## src/rtl/risc_pkg.sv

```systemverilog
// Shared fetch-side definitions: datapath width, reset PC and fetch FSM encoding.
package risc_pkg;
  localparam int          N        = 16;
  localparam logic [15:0] RESET_PC = 16'h0000;

  typedef enum logic [1:0] {
    S_BOOT  = 2'd0,
    S_REQ   = 2'd1,
    S_DELIV = 2'd2
  } fetch_state_t;
endpackage

```

## src/rtl/pc_redirect_reg.sv

```systemverilog
// Holds a branch redirect that arrived while an imem request was still outstanding.
module pc_redirect_reg #(
  parameter int N = risc_pkg::N
) (
  input  logic         clk,
  input  logic         rst_n,
  input  logic         i_capture,
  input  logic         i_clear,
  input  logic [N-1:0] i_target,
  output logic         o_pend,
  output logic [N-1:0] o_tgt
);
  logic         r_pend;
  logic [N-1:0] r_tgt;

  // A later capture simply overwrites the held target.
  always_ff @(posedge clk or negedge rst_n) begin
    if (!rst_n) begin
      r_pend <= 1'b0;
      r_tgt  <= '0;
    end else if (i_capture) begin
      r_pend <= 1'b1;
      r_tgt  <= i_target;
    end else if (i_clear) begin
      r_pend <= 1'b0;
    end
  end

  assign o_pend = r_pend;
  assign o_tgt  = r_tgt;
endmodule

```

## src/rtl/pc_fetch_sequencer.sv

```systemverilog
// Program counter owner and instruction fetch sequencer with stall and branch squash.
module pc_fetch_sequencer
  import risc_pkg::*;
#(
  parameter int          N        = risc_pkg::N,
  parameter logic [N-1:0] RESET_PC = risc_pkg::RESET_PC[N-1:0]
) (
  input  logic         clk,
  input  logic         rst_n,
  input  logic         branch_taken,
  input  logic [N-1:0] branch_target,
  input  logic         stall,
  input  logic         imem_ack,
  input  logic [N-1:0] imem_rdata,
  output logic         imem_req,
  output logic [N-1:0] imem_addr,
  output logic         instr_valid,
  output logic [N-1:0] instr_out,
  output logic [N-1:0] PC,
  output logic [N-1:0] PC_plus_one
);
  fetch_state_t r_state;
  logic [N-1:0] r_pc;
  logic         r_instr_valid;
  logic [N-1:0] r_instr_out;
  logic         w_redir_pend;
  logic [N-1:0] w_redir_tgt;
  logic         w_capture;
  logic         w_clear;
  logic [N-1:0] w_pc_plus_one;

  assign w_pc_plus_one = r_pc + {{(N-1){1'b0}}, 1'b1};
  assign w_capture     = (r_state == S_REQ) && !imem_ack && branch_taken;
  assign w_clear       = (r_state == S_REQ) && imem_ack;

  pc_redirect_reg #(.N(N)) u_redir (
    .clk      (clk),
    .rst_n    (rst_n),
    .i_capture(w_capture),
    .i_clear  (w_clear),
    .i_target (branch_target),
    .o_pend   (w_redir_pend),
    .o_tgt    (w_redir_tgt)
  );

  always_ff @(posedge clk or negedge rst_n) begin
    if (!rst_n) begin
      r_state       <= S_BOOT;
      r_pc          <= RESET_PC;
      r_instr_valid <= 1'b0;
      r_instr_out   <= '0;
    end else begin
      case (r_state)
        S_BOOT: r_state <= S_REQ;
        S_REQ: begin
          // An ack that coincides with, or follows, a redirect drops the fetched word.
          if (imem_ack) begin
            if (branch_taken) begin
              r_pc <= branch_target;
            end else if (w_redir_pend) begin
              r_pc <= w_redir_tgt;
            end else begin
              r_instr_out   <= imem_rdata;
              r_instr_valid <= 1'b1;
              r_state       <= S_DELIV;
            end
          end
        end
        S_DELIV: begin
          if (branch_taken) begin
            r_instr_valid <= 1'b0;
            r_pc          <= branch_target;
            r_state       <= S_REQ;
          end else if (!stall) begin
            r_instr_valid <= 1'b0;
            r_pc          <= w_pc_plus_one;
            r_state       <= S_REQ;
          end
        end
        default: r_state <= S_BOOT;
      endcase
    end
  end

  assign imem_req    = (r_state == S_REQ);
  assign imem_addr   = r_pc;
  assign instr_valid = r_instr_valid;
  assign instr_out   = r_instr_out;
  assign PC          = r_pc;
  assign PC_plus_one = w_pc_plus_one;
endmodule

```

## config.mk

```make
export PLATFORM = sky130hd
export DESIGN_NAME = pc_fetch_sequencer
export DESIGN_NICKNAME = d
export VERILOG_FILES = /design/src/rtl/risc_pkg.sv /design/src/rtl/pc_redirect_reg.sv /design/src/rtl/pc_fetch_sequencer.sv
export SDC_FILE = /design/constraint.sdc
export NUM_CORES = 1
export LEC_CHECK = 0
export CORE_MARGIN = 1
export CORE_UTILIZATION = 46
export DETAILED_ROUTE_END_ITERATION = 8
export PLACE_DENSITY = 0.8
export SLEW_MARGIN = 25
export SYNTH_ARGS = -nofsm -noshare
export SYNTH_HDL_FRONTEND = slang
export SYNTH_HIERARCHICAL = 1
export SYNTH_SLANG_ARGS = --single-unit
```

## constraint.sdc

```tcl
create_clock -name clk -period 2.33 [get_ports clk]
set_input_delay 0.466 -clock clk [delete_from_list [all_inputs] [get_ports clk]]
set_output_delay 0.466 -clock clk [all_outputs]
set_load 0.005 [all_outputs]
```

==> reports/summary.txt, run 1 <==
status -> complete, but fails checks
violated checks -> setup timing
WP buf/inv -> 3
maximum root-to-sink buffer count -> 2
Fin Setup TNS -> -0.0313 ns
ys flop type -> dfrtp_1
clock sinks -> 52
# H-tree levels -> 2
family with the most delay on the worst path -> simple AND/OR/NAND/NOR gates
Clock Skew -> 0.00618 ns
largest net degree at the start of global routing -> 32
Cells after Synth -> 282
share of the synthesized area in the top cell type -> 43.3%
Min Clock Period, post-route -> 2.35 ns
I/O Buffers -> 102
DRC violation count after routing -> 0
Post-synth EDFFs -> 0
Routed WL -> 8.82 mm
Slew Viols, Final -> 0
clock transition at the registers of the reported paths -> 0.10 ns
Post-synth top cells -> dfrtp_1, mux2_2, buf_4
CP cell instances -> buf_4, nand3_4, buf_6, or3_1, nand2_1, dlygate4sd2_1
total track usage -> 23.9%
Max Clock Freq -> 0.426 GHz
Antenna Nets Post-Route -> 0
total power draw -> 0.00601 W
arrival time worst endpoint -> 1.88 ns
Die ar. -> 6870 sq um
YS warnings -> 6
top-count cell post-synth -> dfrtp_1
Max-Cap Viols -> 0
worst setup path category -> flip-flop to output port
row cnt -> 29
pre-CTS setup slack -> 0.0410 ns
Starting Density -> 47.6%
Die Ht -> 82.9 um
fin crit share -> 101%
GP Congestion -> 0.876
cts bufs inserted -> 5
Yosys cell types -> 58
CTS tree -> done
Clk Latency, worst-skew pair -> 0.31 ns
I/O pins -> 103
GR Overflow Total -> 0
share of cells above drive strength 1 -> 31.0%
vias in the first global route -> 2,751
crit-path max FO -> 5
#FFs+latches synth -> 52
drt first pass iters -> 5
worst hold path type -> input pin to async pin
mean post-synth cell area -> 10.7 sq um
vias per inst -> 5.66
Seq/Total Area, Yosys -> 43.3%
core area -> 6310 sq um
VDD IR max -> 0.728 mV
Avg WL per Cell -> 17.7 um
Root Driver -> clkbuf_8
Slew Limit Headroom -> 64.6%
DIE WIDTH -> 82.9 um
Layout area overhead -> 52.0%
RSZ-0062 raised after global routing -> true
Slew @ Worst Pin -> 0.532 ns
cell area power density -> 1310 nW/um^2
Post-Syn Area -> 3010 sq um
critical path required time -> 1.86 ns
Final nets -> 461
initial DRC count -> 140
cell taking the most area after synthesis -> dfrtp_1
Mapped Nets -> 324
routed via count -> 2,812
n_diodes -> 0
Critical Path End Type -> output port
Worst path slowest cell -> dfrtp_1
Critical Path Source Type -> flip-flop
final core occ -> 72.4%
asr flop ratio synth -> 100%
first-pass GRT wire length -> 13.2 mm
Leak -> 2.03 nW
final setup violating endpoints -> 2
post-route setup slack -> -0.0165 ns
DP HPWL -> 5.77 mm
final hold vios -> 0
initial antenna violation count -> 0
max incr delay on CP -> 0.43 ns
synth top area cells -> dfrtp_1, mux2_2, buf_4
## layout make-up
type                    count  area [sq um]
multi-input cells         187          1540
well taps                  77          96.3
clock buffers               5          68.8
clock inverters             3          21.3
inverters                  12          45.0
flip-flops and latches     52          1310
fillers                   431          1740
repair buffers            161          1490
## timing repair
| item | 4_1_cts | 5_1_grt |
|---|---|---|
| hold buffers | 0 | 0 |
| hold endpoints to repair | 0 | 0 |
| buffers inserted | 6 | 18 |
| setup endpoints to repair | 13 | 8 |
| resized for setup | 29 | 26 |
| pin swaps | 5 | 7 |
## worst paths after layout
| kind | to | slack, ns | from | cells past startpoint |
|---|---|---|---|---|
| max | PC_plus_one[5] | -0.02 | PC[1]$_DFFE_PN0P_ | 6 |
| min | instr_out[11]$_DFFE_PN0P_ | 0.12 | rst_n | 1 |
| max reg2reg | PC[5]$_DFFE_PN0P_ | 0.24 | r_state[1]$_DFFE_PN0P_ | 7 |
| min reg2reg | instr_out[5]$_DFFE_PN0P_ | 0.51 | instr_out[5]$_DFFE_PN0P_ | 1 |
| max in group asynchronous | PC[14]$_DFFE_PN0P_ | 1.64 | rst_n | 2 |
| min in group clk | instr_out[5]$_DFFE_PN0P_ | 0.51 | instr_out[5]$_DFFE_PN0P_ | 1 |
## power breakdown
part / internal, W / total [W] / switching [W]
registers: 0.00137 / 0.00174 / 0.000366
clock network: 0.000214 / 0.000536 / 0.000321
logic: 0.00220 / 0.00374 / 0.00153
## cells by family (layout without fill, tap and decap cells)
kind of cell               after synthesis  after routing  synth area share [%]
buffers and inverters                   43            181                  9.07
muxes                                   37             37                  14.8
xor gates and xnor gates                10             10                  2.91
adders and majority gates                5              5                  2.08
and+or+nand+nor                         74             74                  13.9
AOI/OAI and AO/OA                       61             61                  13.9
DFF                                     52             52                  43.3
## sequential cells by signal, summed over array words and instances, names as in the netlist
| register | cells |
|---|---|
| PC | 16 |
| instr_out | 16 |
| u_redir/o_tgt | 16 |
| r_state | 2 |
| instr_valid | 1 |
| u_redir/o_pend | 1 |
## stage by stage
step | area [sq um] | hold slack, ns | instances
6_report | 4570 | 0.119 | 497
5_1_grt | 4570 | 0.134 | 497
3_3_place_gp | 4180 | 0.462 | 465
3_5_place_dp | 4180 | 0.472 | 465
4_1_cts | 4370 | 0.128 | 479
2_1_floorplan | 3010 | 0.170 | 282
## layout by cell type (no fill, tap or decap), types with 6 or more instances in the layout
| cell type | instances |
|---|---|
| clkdlybuf4s50_1 | 87 |
| buf_4 | 50 |
| dfrtp_1 | 49 |
| mux2_2 | 24 |
| nor2_1 | 16 |
| o21ai_0 | 13 |
| nand2_1 | 12 |
| inv_1 | 11 |
| a21oi_1 | 10 |
| mux2_4 | 9 |
| xor2_1 | 7 |
| buf_6 | 7 |
| nand3_1 | 6 |
| a31oi_1 | 6 |
## layer usage
metal | global-route usage [%] | vias up | wire [um]
li1 | - | 1273 | -
met2 | 39.3 | 160 | 4410
met3 | 7.36 | 26 | 712
met1 | 30.1 | 1353 | 3470
met5 | 0 | - | 0
met4 | 7.68 | 0 | 230
(Power assumes the default switching activity.)
==> inputs of run 2 (changes only) <==
--- a/config.mk
+++ b/config.mk
@@ -5,9 +5,10 @@
 export SDC_FILE = /design/constraint.sdc
 export NUM_CORES = 1
 export LEC_CHECK = 0
-export CORE_MARGIN = 1
+export CORE_MARGIN = 5
 export CORE_UTILIZATION = 46
 export DETAILED_ROUTE_END_ITERATION = 8
+export GPL_TIMING_DRIVEN = 0
 export PLACE_DENSITY = 0.8
 export SLEW_MARGIN = 25
 export SYNTH_ARGS = -nofsm -noshare
==> run 2 against run 1 <==
Effect of this change:
- the flow now finishes without violations
- first-iteration DRC count increased by 110%
- clock-buffer cell count up 2
- die area increased by 20%
- critical path depth shrank 2
- sequential power is 2% higher
- non-clock buffer count rose by 1
- sequential share of layout area about the same
- maximum frequency rose by 2.5%
- utilization rose by 0.34 points
- critical endpoint is now PC_plus_one[3]
- largest cell class unchanged
- highest routed layer unchanged
==> reports/summary.txt, run 2 (synthesis gave the netlist of run 1 again) <==
status -> finished, final reports clean
share of cells above drive strength 1 -> 33.9% (+2.9 points)
final setup violating endpoints -> 0 (-2)
Max-Cap Viols -> 0 (unchanged)
Hold-fix buffers, CTS -> 0 (unchanged)
initial antenna violation count -> 0 (unchanged)
maximum root-to-sink buffer count -> 2 (unchanged)
Antenna Nets Post-Route -> 0 (unchanged)
initial DRC count -> 298 (+110%)
Starting Density -> 47.4% (-0.27 points)
arrival time worst endpoint -> 1.82 ns (-0.06 ns)
n_diodes -> 0 (unchanged)
cts bufs inserted -> 5 (unchanged)
Critical Path End Type -> output port
GR Overflow Total -> 0 (unchanged)
clock sinks -> 52 (unchanged)
crit-path max FO -> 7 (+2)
Routed WL -> 9.51 mm (+7.8%)
vias in the first global route -> 3,044 (+11%)
Final Non-Filler Cells -> 499 (+0.40%)
I/O pins -> 103 (unchanged)
Root Driver -> clkbuf_8
DRC violation count after routing -> 0 (unchanged)
vias per inst -> 5.78 (+2.1%)
r2r startpoint -> r_state[1]$_DFFE_PN0P_
Worst Setup SP -> PC[2]$_DFFE_PN0P_
VDD IR max -> 0.808 mV (+11%)
# H-tree levels -> 2 (unchanged)
Post-DP Area -> 4120 sq um (-1.4%)
Avg WL per Cell -> 19.1 um (+7.3%)
first-pass GRT wire length -> 14.9 mm (+13%)
Min Clock Period, post-route -> 2.29 ns (-0.0575 ns)
Slew @ Worst Pin -> 0.670 ns (+0.138 ns)
Slew Viols, Final -> 0 (unchanged)
commonest cells after routing, fill and taps aside -> clkdlybuf4s50_1, buf_4, dfrtp_1
total power draw -> 0.00638 W (+6.2%)
reg2reg end -> instr_out[15]$_DFFE_PN0P_
Clock Skew -> 0.0102 ns (+0.00400 ns)
worst hold path type -> input pin to async pin
CTS tree -> done
Slew Limit Headroom -> 55.4% (-9.2 points)
final hold vios -> 0 (unchanged)
Critical Path Source Type -> flip-flop
most common cell after layout, fill and taps aside -> clkdlybuf4s50_1
I/O Buffers -> 102 (unchanged)
Layout area overhead -> 53.5%
worst setup path category -> flip-flop to output port
total track usage -> 21.9% (-2.0 points)
final core occ -> 72.7% (+0.34 points)
fin crit share -> 98.2% (-2.5 points)
Final nets -> 463 (+0.43%)
Max Clock Freq -> 0.437 GHz (+2.5%)
Post-Layout Inst Area -> 4620 sq um (+1.0%)
end of the critical path -> PC_plus_one[3]
clock transition at the registers of the reported paths -> 0.09 ns (about the same)
Placed Cells -> 461 (-0.86%)
row cnt -> 29 (unchanged)
Clk Latency, worst-skew pair -> 0.32 ns (about the same)
flop2flop setup slack -> 0.17 ns (-0.07 ns)
cell area power density -> 1380 nW/um^2 (+5.1%)
critical path required time -> 1.86 ns (about the same)
Die Ht -> 90.9 um (+9.7%)
Die ar. -> 8260 sq um (+20%)
DP HPWL -> 5.89 mm (+2.1%)
Leak -> 2.03 nW (-0.29%)
GP Congestion -> 0.880 (+0.46%)
core area -> 6350 sq um (+0.57%)
drt first pass iters -> 5 (unchanged)
largest net degree at the start of global routing -> 53 (+66%)
routed via count -> 2,884 (+2.6%)
DIE WIDTH -> 90.9 um (+9.7%)
FF-to-FF path depth -> 6 (-1)
## run 2: where the power goes
part	internal, W	total (W)	switching, W
combinational	0.00230	0.00390	0.00160
clock	0.000380	0.000693	0.000313
sequential	0.00139	0.00178	0.000392
total	0.00407	0.00638	0.00231
## run 2: metrics by stage
step / TNS (ns) / setup WS, ns / hold slack (ns)
4_1_cts: 0 / 0.00234 / 0.207
5_1_grt: -0.0504 / -0.0306 / 0.232
2_1_floorplan: 0 / 0.343 / 0.170
3_3_place_gp: -50.72 / -0.795 / 0.481
6_report: 0 / 0.0410 / 0.179
3_5_place_dp: -9.48 / -0.441 / 0.495
## run 2: cell type report
class,instances,area [sq um]
buffer,30,241
clock buffer,7,96.3
clock inverter,1,30.0
fill,439,1730
inverter,12,45.0
multi-input combinational,188,1570
sequential,52,1320
tap,77,96.3
timing repair buffer,132,1220
## run 2: metal layers
metal / vias to the layer above / share of wire, % / GRT usage (%)
met2: 189 / 48 / 35.5
met3: 27 / 13 / 9.42
met1: 1394 / 37 / 25.6
met4: 0 / 2.1 / 8.56
met5: - / 0 / 0
li1: 1274 / - / -
## run 2: how the worst min path moves through the flow
stage	start	end	depth (start not counted)
floorplan	rst_n	PC[0]$_DFFE_PN0P_	0
global placement	u_redir/o_tgt[2]$_DFFE_PN0P_	u_redir/o_tgt[2]$_DFFE_PN0P_	1
detailed placement	u_redir/o_tgt[2]$_DFFE_PN0P_	u_redir/o_tgt[2]$_DFFE_PN0P_	1
CTS	rst_n	instr_out[9]$_DFFE_PN0P_	1
global route	rst_n	instr_out[9]$_DFFE_PN0P_	1
finish	rst_n	instr_out[9]$_DFFE_PN0P_	1
## run 2: critical path, cell delays in order, from the launching register on
cell and delay [ns]:
dfrtp_1 0.41, buf_6 0.17, nand3_2 0.17, xnor2_2 0.22
clkdlybuf4s50_1 0.54
## run 2: repair_timing
action,CTS,global route
gates cloned,1,0
buffers inserted,19,11
endpoints found under the setup margin,23,23
pin swaps,9,8
resized for setup,48,23
==> inputs of run 3 (changes only) <==
--- a/config.mk
+++ b/config.mk
@@ -8,7 +8,6 @@
 export CORE_MARGIN = 5
 export CORE_UTILIZATION = 46
 export DETAILED_ROUTE_END_ITERATION = 8
-export GPL_TIMING_DRIVEN = 0
 export PLACE_DENSITY = 0.8
 export SLEW_MARGIN = 25
 export SYNTH_ARGS = -nofsm -noshare
==> run 3 against run 2 <==
Effect of this change:
- the run now ends with setup timing left
- first-iteration DRC count down 31%
- register-to-register slack improved by 0.07 ns
- die area unchanged
- utilization rose by 0.16 points
- global-route usage shrank 2.2 points
- combinational power is 2% lower
- hold slack gained 0.096 ns
- critical path type unchanged
==> reports/summary.txt, run 3 (synthesis gave the netlist of run 1 again) <==
status -> complete, but fails checks
violated checks -> setup timing
share of cells above drive strength 1 -> 32.3% (-1.6 points)
Max-Cap Viols -> 0 (unchanged)
initial antenna violation count -> 0 (unchanged)
crit-path max FO -> 6 (-1)
post-route setup slack -> -0.0937 ns (-0.135 ns)
VDD IR max -> 0.734 mV (-9.1%)
worst hold path type -> input pin to async pin
Slew Limit Headroom -> 56.2% (+0.83 points)
Critical Path Source Type -> flip-flop
# H-tree levels -> 2 (unchanged)
initial DRC count -> 206 (-31%)
DRC violation count after routing -> 0 (unchanged)
Avg WL per Cell -> 18.4 um (-3.4%)
maximum root-to-sink buffer count -> 2 (unchanged)
critical path required time -> 1.86 ns (about the same)
total track usage -> 19.7% (-2.2 points)
final core occ -> 72.9% (+0.16 points)
most common cell after layout, fill and taps aside -> clkdlybuf4s50_1
Post-Layout Inst Area -> 4630 sq um (+0.22%)
GR Overflow Total -> 0 (unchanged)
final setup violating endpoints -> 4 (+4)
Critical Path End Type -> output port
commonest cells after routing, fill and taps aside -> clkdlybuf4s50_1, buf_4, dfrtp_1
worst setup path category -> flip-flop to output port
arrival time worst endpoint -> 1.96 ns (+0.14 ns)
fillers -> 426 (-3.0%)
Slew Viols, Final -> 0 (unchanged)
routed via count -> 2,857 (-0.94%)
I/O Buffers -> 102 (unchanged)
DP HPWL -> 6.07 mm (+3.0%)
drt first pass iters -> 5 (unchanged)
Placed Cells -> 465 (+0.87%)
n_diodes -> 0 (unchanged)
Post-DP Area -> 4170 sq um (+1.1%)
Layout area overhead -> 53.9%
clock transition at the registers of the reported paths -> 0.10 ns (about the same)
Die ar. -> 8260 sq um (unchanged)
Antenna Nets Post-Route -> 0 (unchanged)
clock sinks -> 52 (unchanged)
first-pass GRT wire length -> 13.5 mm (-9.2%)
cts bufs inserted -> 5 (unchanged)
Final Non-Filler Cells -> 501 (+0.40%)
Hold-fix buffers, CTS -> 0 (unchanged)
vias per inst -> 5.70 (-1.3%)
GP Congestion -> 0.870 (-1.1%)
Max Clock Freq -> 0.413 GHz (-5.6%)
Leak -> 2.08 nW (+2.9%)
sequential cell area -> 1310 sq um (-1.0%)
Starting Density -> 47.4% (unchanged)
DIE WIDTH -> 90.9 um (unchanged)
Clk Latency, worst-skew pair -> 0.30 ns (-0.02 ns)
Final nets -> 465 (+0.43%)
core area -> 6350 sq um (unchanged)
Clock Skew -> 0.00663 ns (-0.00356 ns)
vias in the first global route -> 2,772 (-8.9%)
final hold vios -> 0 (unchanged)
largest net degree at the start of global routing -> 53 (unchanged)
row cnt -> 29 (unchanged)
CTS tree -> done
Routed WL -> 9.22 mm (-3.0%)
Multi-input gate area -> 1560 sq um (-0.32%)
Die Ht -> 90.9 um (unchanged)
Slew @ Worst Pin -> 0.657 ns (-0.0125 ns)
I/O pins -> 103 (unchanged)
Root Driver -> clkbuf_8
RSZ-0062 raised after global routing -> true
fin crit share -> 104% (+5.8 points)
cell area power density -> 1340 nW/um^2 (-3.0%)
Min Clock Period, post-route -> 2.42 ns (+0.135 ns)
==> run 3: routing by layer <==
| metal | vias to the layer above | share of wire (%) | track usage, % |
|---|---|---|---|
| met5 | - | 0 | 0 |
| met4 | 0 | 2.0 | 3.67 |
| met3 | 22 | 8.8 | 6.25 |
| met2 | 148 | 51 | 33.8 |
| met1 | 1405 | 38 | 24.4 |
| li1 | 1282 | - | - |
==> run 3: report_power, final <==
group          switching [W]  total (W)  internal (W)
clock               0.000302   0.000622      0.000319
combinational        0.00158    0.00384       0.00226
sequential          0.000370    0.00174       0.00137
total                0.00225    0.00620       0.00395
==> run 3: final timing paths <==
path,start,to,slack (ns),depth (start not counted)
worst max register to register,r_state[0]$_DFFE_PN0P_,PC[9]$_DFFE_PN0P_,0.24,6
min in group clk,u_redir/o_tgt[2]$_DFFE_PN0P_,u_redir/o_tgt[2]$_DFFE_PN0P_,0.51,1
worst max-delay path,PC[5]$_DFFE_PN0P_,PC_plus_one[8],-0.09,7
worst min-delay path,rst_n,u_redir/o_tgt[4]$_DFFE_PN0P_,0.28,2
worst min register to register,u_redir/o_tgt[2]$_DFFE_PN0P_,u_redir/o_tgt[2]$_DFFE_PN0P_,0.51,1
max in group asynchronous,rst_n,PC[2]$_DFFE_PN0P_,1.59,2
==> run 3: worst max-delay path, cell delays in order, from the launching register on <==
cell and delay, ns:
dfrtp_1 0.42, buf_4 0.14, buf_6 0.10, nand3_1 0.08, buf_4 0.15, o31ai_1 0.36, nand2_1 0.10, dlygate4sd2_1 0.28
==> run 3: stage by stage <==
stage	power, W	hold slack (ns)	worst slack, ns	setup TNS [ns]
floorplan	0.00351	0.170	0.343	0
global placement	0.00509	0.481	0.00491	0
detailed placement	0.00520	0.488	0.00141	0
CTS	0.00597	0.305	-0.218	-0.883
global route	0.00659	0.322	-0.239	-0.628
finish	0.00620	0.275	-0.0937	-0.218
==> run 3: layout make-up <==
cell class                      count  share of cell area, %
Inverter                           12                  0.973
Multi-Input combinational cell    187                   33.7
Clock inverter                      2                  0.757
Clock buffer                        6                   1.57
Sequential cell                    52                   28.2
Timing Repair Buffer              165                   32.7
Tap cell                           77                   2.08
==> run 3: what timing repair did <==
| action | CTS | global route |
|---|---|---|
| gates resized for setup | 31 | 39 |
| pin swaps | 4 | 12 |
| buffers inserted | 8 | 20 |
| endpoints found under the hold margin | 0 | 0 |
| endpoints found under the setup margin | 11 | 13 |
